**config.mk**
```make
export PLATFORM = sky130hd
export DESIGN_NAME = fix_field_tokenizer
export DESIGN_NICKNAME = d
export VERILOG_FILES = /design/src/rtl/fix_field_tokenizer.sv
export SDC_FILE = /design/constraint.sdc
export NUM_CORES = 1
export LEC_CHECK = 0
export BUFFER_PORTS_ARGS = -buffer_cell sky130_fd_sc_hd__clkbuf_2
export CORE_MARGIN = 8
export CORE_UTILIZATION = 50
export CTS_CLUSTER_DIAMETER = 150
export DETAILED_ROUTE_END_ITERATION = 6
export GPL_ROUTABILITY_DRIVEN = 0
export GPL_TIMING_DRIVEN = 1
export PLACE_DENSITY_LB_ADDON = 0.05
export RECOVER_POWER = 50
export SLEW_MARGIN = 20
export SYNTH_ARGS = -nofsm -noshare
export SYNTH_HDL_FRONTEND = slang
export SYNTH_SLANG_ARGS = --single-unit
```
**constraint.sdc**
```tcl
create_clock -name clk -period 4.6 [get_ports clk]
set_input_delay 0.69 -clock clk [delete_from_list [all_inputs] [get_ports clk]]
set_output_delay 0.69 -clock clk [all_outputs]
set_load 0.05 [all_outputs]
```
**src/rtl/fix_field_tokenizer.sv**
```systemverilog
// fix_field_tokenizer: splits a raw FIX byte stream into tag / value / field-end
// tokens and checks the tag 10 trailer against a running modulo-256 byte sum.
// Build option: define FIX_CKSUM_EN to build the checksum datapath; without it
// cksum_ok is tied to 1 and msg_end still marks closure of a tag 10 field.
//
// state   | meaning
// --------+--------------------------------------------------------------
// S_TAG   | accumulating decimal tag digits until '='
// S_VALUE | forwarding value bytes until the delimiter
// S_SKIP  | discarding the rest of a malformed field until the delimiter
module fix_field_tokenizer #(
  parameter logic [7:0] DELIM = 8'h01,
  parameter int         TAG_W = 16
) (
  input  logic             clk,
  input  logic             reset,
  input  logic             in_valid,
  input  logic [7:0]       in_data,
  output logic             in_ready,
  input  logic             out_ready,
  output logic             tag_valid,
  output logic [TAG_W-1:0] tag,
  output logic             val_valid,
  output logic [7:0]       val_data,
  output logic             field_end,
  output logic             field_err,
  output logic             msg_end,
  output logic             cksum_ok
);

  localparam int         TW = TAG_W + 4;
  localparam logic [7:0] EQ = 8'h3D;

  typedef enum logic [1:0] {S_TAG, S_VALUE, S_SKIP} state_t;

  state_t           state;
  logic [TAG_W-1:0] tag_acc;
  logic             tag_first;   // next TAG-state byte is the first of a field
  logic             is_ck;       // current field is tag 10
  logic             is_digit;
  logic             is_delim;
  logic [3:0]       digit;
  logic [TW-1:0]    tag_wide;
  logic             tag_ovf;

  // the whole block stalls with the downstream; no skid buffer
  assign in_ready = out_ready;
  assign is_digit = (in_data >= 8'h30) && (in_data <= 8'h39);
  assign is_delim = (in_data == DELIM);
  assign digit    = in_data[3:0];
  // four spare bits hold tag_acc*10+9 without wrapping, so overflow is exact
  assign tag_wide = ({4'b0000, tag_acc} * TW'(10)) + TW'(digit);
  assign tag_ovf  = |tag_wide[TW-1:TAG_W];

  // tokenizer FSM and registered token pulses; nothing moves while out_ready=0
  always_ff @(posedge clk) begin
    if (reset) begin
      state     <= S_TAG;
      tag_acc   <= '0;
      tag_first <= 1'b1;
      is_ck     <= 1'b0;
      tag_valid <= 1'b0;
      tag       <= '0;
      val_valid <= 1'b0;
      val_data  <= 8'h00;
      field_end <= 1'b0;
      field_err <= 1'b0;
      msg_end   <= 1'b0;
    end else if (out_ready) begin
      tag_valid <= 1'b0;
      val_valid <= 1'b0;
      field_end <= 1'b0;
      field_err <= 1'b0;
      msg_end   <= 1'b0;
      if (in_valid) begin
        case (state)
          S_TAG: begin
            tag_first <= 1'b0;
            if (is_digit && !tag_ovf) begin
              tag_acc <= tag_wide[TAG_W-1:0];
            end else if (in_data == EQ && !tag_first) begin
              tag_valid <= 1'b1;
              tag       <= tag_acc;
              is_ck     <= (tag_acc == TAG_W'(10));
              tag_acc   <= '0;
              state     <= S_VALUE;
            end else begin
              // bad digit, empty tag, overflow or premature delimiter
              field_err <= 1'b1;
              tag_acc   <= '0;
              if (is_delim) begin
                tag_first <= 1'b1;
              end else begin
                state <= S_SKIP;
              end
            end
          end
          S_VALUE: begin
            if (!is_delim) begin
              val_valid <= 1'b1;
              val_data  <= in_data;
            end else begin
              field_end <= 1'b1;
              msg_end   <= is_ck;
              tag_acc   <= '0;
              tag_first <= 1'b1;
              state     <= S_TAG;
            end
          end
          default: begin
            if (is_delim) begin
              tag_first <= 1'b1;
              state     <= S_TAG;
            end
          end
        endcase
      end
    end
  end

`ifdef FIX_CKSUM_EN
  logic [7:0] sum;
  logic [7:0] field_sum;
  logic [9:0] ck_val;
  logic [1:0] ck_cnt;
  logic       ck_bad;
  logic       cksum_q;
  logic       close_ck;

  assign close_ck = in_valid && (state == S_VALUE) && is_delim && is_ck;

  // running byte sum, per-field snapshot and decimal decode of the tag 10 value
  always_ff @(posedge clk) begin
    if (reset) begin
      sum       <= 8'h00;
      field_sum <= 8'h00;
      ck_val    <= 10'd0;
      ck_cnt    <= 2'd0;
      ck_bad    <= 1'b0;
      cksum_q   <= 1'b0;
    end else if (out_ready) begin
      cksum_q <= 1'b0;
      if (in_valid) begin
        // the trailer's own closing delimiter starts the next message at zero
        sum <= close_ck ? 8'h00 : sum + in_data;
        if (state == S_TAG && tag_first) begin
          field_sum <= sum;
        end
        if (state == S_TAG && in_data == EQ && !tag_first) begin
          ck_val <= 10'd0;
          ck_cnt <= 2'd0;
          ck_bad <= 1'b0;
        end
        if (state == S_VALUE && is_ck && !is_delim) begin
          if (is_digit && ck_cnt != 2'd3) begin
            ck_val <= (ck_val * 10'd10) + {6'b000000, digit};
            ck_cnt <= ck_cnt + 2'd1;
          end else begin
            ck_bad <= 1'b1;
          end
        end
        if (close_ck) begin
          cksum_q <= !ck_bad && (ck_val == {2'b00, field_sum});
        end
      end
    end
  end

  assign cksum_ok = cksum_q;
`else
  assign cksum_ok = 1'b1;
`endif

endmodule

```
==> impl_metrics.env <==
export IMPL_worstSetupEndpointType="flip-flop"
export IMPL_cap_viol_max_count=0
export IMPL_wl_microns=7816
export IMPL_antenna_cells=0
export IMPL_grt_first_pass_wirelength_microns=12790
export IMPL_finalSetupTns_ns=0
export IMPL_die_w_microns=96.48
export IMPL_fmax_mhz=242.7
export IMPL_synthToLayoutAreaGrowth_pct=8.578
export IMPL_antenna_found_initial=0
export IMPL_synth_async_sr_flop_share_pct=0
export IMPL_viasPerCell=5.748
export IMPL_worstRegToRegCells=13
export IMPL_slowest_delay_ns=0.46
export IMPL_relSlewSlack_pct=24.99
export IMPL_die_h_microns=96.48
export IMPL_clockBufferDepth=2
export IMPL_post_route_period_util_pct=89.58
export IMPL_min_to="tag[11]"
export IMPL_min_path_cells=2
export IMPL_yosysWarningCount=0
export IMPL_coreArea_sq_um=6314
export IMPL_port_buffers=41
export IMPL_nNetsFinal=448
export IMPL_via_count=2765
export IMPL_worst_r2r_startpoint="tag_acc[1]"
export IMPL_syn_inst=370
export IMPL_postRouteAntennaNets=0
export IMPL_grt_use_total_pct=17.26
export IMPL_htree_levels=2
export IMPL_clk_latency_ns=0.30
export IMPL_hold_start="tag[11]"
export IMPL_io_pins=43
export IMPL_hold_path_class="reg2reg"
export IMPL_syn_area_per_cell_sq_um=8.752
export IMPL_cp_data_required_time_ns=4.80
export IMPL_cts_buffers=5
export IMPL_synth_most_common_cell="nand2_1"
export IMPL_power_leakage_nw=1.446
export IMPL_drive_gt1_share_pct=7.426
export IMPL_ys_top_cells_by_count="54 x nand2_1, 49 x dfxtp_1, 36 x a21oi_1"
export IMPL_grt_setup_unrepaired="no"
export IMPL_clock_skew_ns=0.005153
export IMPL_startpoint_type="flip-flop"
export IMPL_synth_edf_count=0
export IMPL_reg2reg_to="tag_acc[15]"
export IMPL_drt_iter0_drc=99
export IMPL_drc=0
export IMPL_finalSetupViolCount=0
export IMPL_place_hpwl_microns=5982
export IMPL_fill_cells=615
export IMPL_finish_utilization_pct=55.69
export IMPL_first_global_vias=2639
export IMPL_layout_area_seq_sq_um=980.9
export IMPL_dieArea_sq_um=9307
export IMPL_clockRootBuffer="clkbuf_8"
export IMPL_cts_resized_gates=0
export IMPL_row_count=29
export IMPL_ys_types=65
export IMPL_clock_sinks=49
export IMPL_clk_pin_slew_ns=0.08
export IMPL_cts_setup_buffers=0
export IMPL_ys_flop_type="dfxtp_1"
export IMPL_finalCriticalPeriod_ns=4.121
export IMPL_first_pass_iters=4
export IMPL_avgRoutedWirePerCell_microns=16.25
export IMPL_reg2reg_setup_slack_ns=0.48
export IMPL_crit_fanout=16
export IMPL_grt_max_degree=36
export IMPL_ys_seq_elements=49
export IMPL_syn_nets=415
export IMPL_ys_seq_area_share_pct=30.29
export IMPL_ir_drop_mv=0.1485
export IMPL_critPathArrivalTime_ns=4.32
export IMPL_final_max_slew_viol_count=0
export IMPL_slowest_stage="dfxtp_1"
export IMPL_yosysTopAreaCell="dfxtp_1"
export IMPL_powerDensity_nw_per_um2=200.6
export IMPL_initial_core_util_pct=51.29
export IMPL_cts_tree="yes"
export IMPL_hold_viol_final=0
export IMPL_worstMarginPinSlew_ns=1.123
export IMPL_synthDominantCellAreaShare_pct=30.29
export IMPL_netlist_area_sq_um=3238
export IMPL_grt_overflow_total=0
export IMPL_status="completed"
export IMPL_ys_top_cells_by_area="dfxtp_1 30%, ha_1 12%, nand2_1 6.3%"
export IMPL_multi_input_area_sq_um=2171
export IMPL_holdBufCountCts=0
export IMPL_cp_common_cell="ha_1"
export IMPL_crit_chain="ha_1 > ha_1 > fa_1 > a211oi_2 > o21ai_1 > xnor2_1 > nor4_1 > nand4_1 > and3_1 > nor3_1 > nor4_4 > buf_4 > a22o_1"
export IMPL_worst_setup_path_type="reg2reg"
## registers in the layout (all words and copies together) (netlist names)
signal / cells
tag_first: 1
field_err: 1
is_ck: 1
state: 2
tag_acc: 16
val_valid: 1
msg_end: 1
tag: 16
tag_valid: 1
field_end: 1
val_data: 8
## final cells by class
class / count / area share [%]
inverters: 2 / 0.2135
well taps: 77 / 2.740
clock buffers: 8 / 2.278
repair buffers: 43 / 5.125
flip-flops and latches: 49 / 27.90
multi-input cells: 302 / 61.74
## routing by layer
layer,part of all wire (%),global-route usage (%),up-vias
met5,0,0,-
met4,1.5,5.927,0
met3,4.1,2.550,12
met2,45,27.06,40
met1,50,23.58,1279
li1,-,-,1434
## how the worst max path moves through the flow
stage                     depth (start not counted)        from           to
final                                            13  tag_acc[1]  tag_acc[15]
after global routing                             13  tag_acc[1]  tag_acc[15]
after CTS                                        13  tag_acc[1]  tag_acc[15]
after detailed placement                         13  tag_acc[1]  tag_acc[15]
after global placement                           13  tag_acc[1]  tag_acc[15]
after floorplan                                  13  tag_acc[1]   tag_acc[5]
## where the power goes
part           switching (mW)  total, mW  leakage (nW)  internal [mW]
Sequential            0.00141      0.427         0.395          0.426
Combinational          0.0258     0.0353          1.01        0.00953
Clock                   0.134      0.243        0.0395          0.108
## cells by family after synthesis
family | share of synthesized area [%]
and+or+nand+nor | 22.76
DFF | 30.29
other | 0.1158
AOI/OAI and AO/OA | 21.91
buffers and inverters | 2.666
muxes | 3.130
xor gates and xnor gates | 5.912
adders and majority gates | 13.21
## critical path, delay by kind of cell, from the launching register on
family | cells | cell delay (ns)
xor gates and xnor gates | 1 | 0.19
DFF | 1 | 0.46
AOI/OAI and AO/OA | 3 | 0.80
adders and majority gates | 3 | 0.97
buffers and inverters | 1 | 0.21
and+or+nand+nor | 5 | 1.38
## layout by cell type, fill, tap and decap left out, drive strengths merged, types with 3 or more instances in the layout
cell / n
a21oi: 36
nor4: 11
nand4: 3
o211ai: 5
and2: 3
and3: 3
nand2b: 6
o2111a: 3
xnor2: 13
dfxtp: 49
a22o: 17
a21o: 7
nor2: 25
ha: 31
mux2i: 9
xor2: 8
nand2: 54
nor3: 4
nand3: 7
nor2b: 4
a211oi: 8
and4b: 3
clkbuf: 49
o21ai: 9
## per-stage QoR
step | worst slack (ns) | cells | instance area [sq um] | hold WS, ns | total power [mW]
after floorplan | 0.9464 | 370 | 3238 | 0.4226 | 0.4601
after global placement | 0.5801 | 473 | 3476 | 0.4396 | 0.4728
after detailed placement | 0.5347 | 473 | 3476 | 0.4395 | 0.4728
after CTS | 0.5254 | 481 | 3556 | 0.4548 | 0.7119
after global routing | 0.1557 | 481 | 3516 | 0.4791 | 0.7287
final | 0.4791 | 481 | 3516 | 0.4570 | 0.7052
Note: power is estimated with default switching activity, not from simulation.
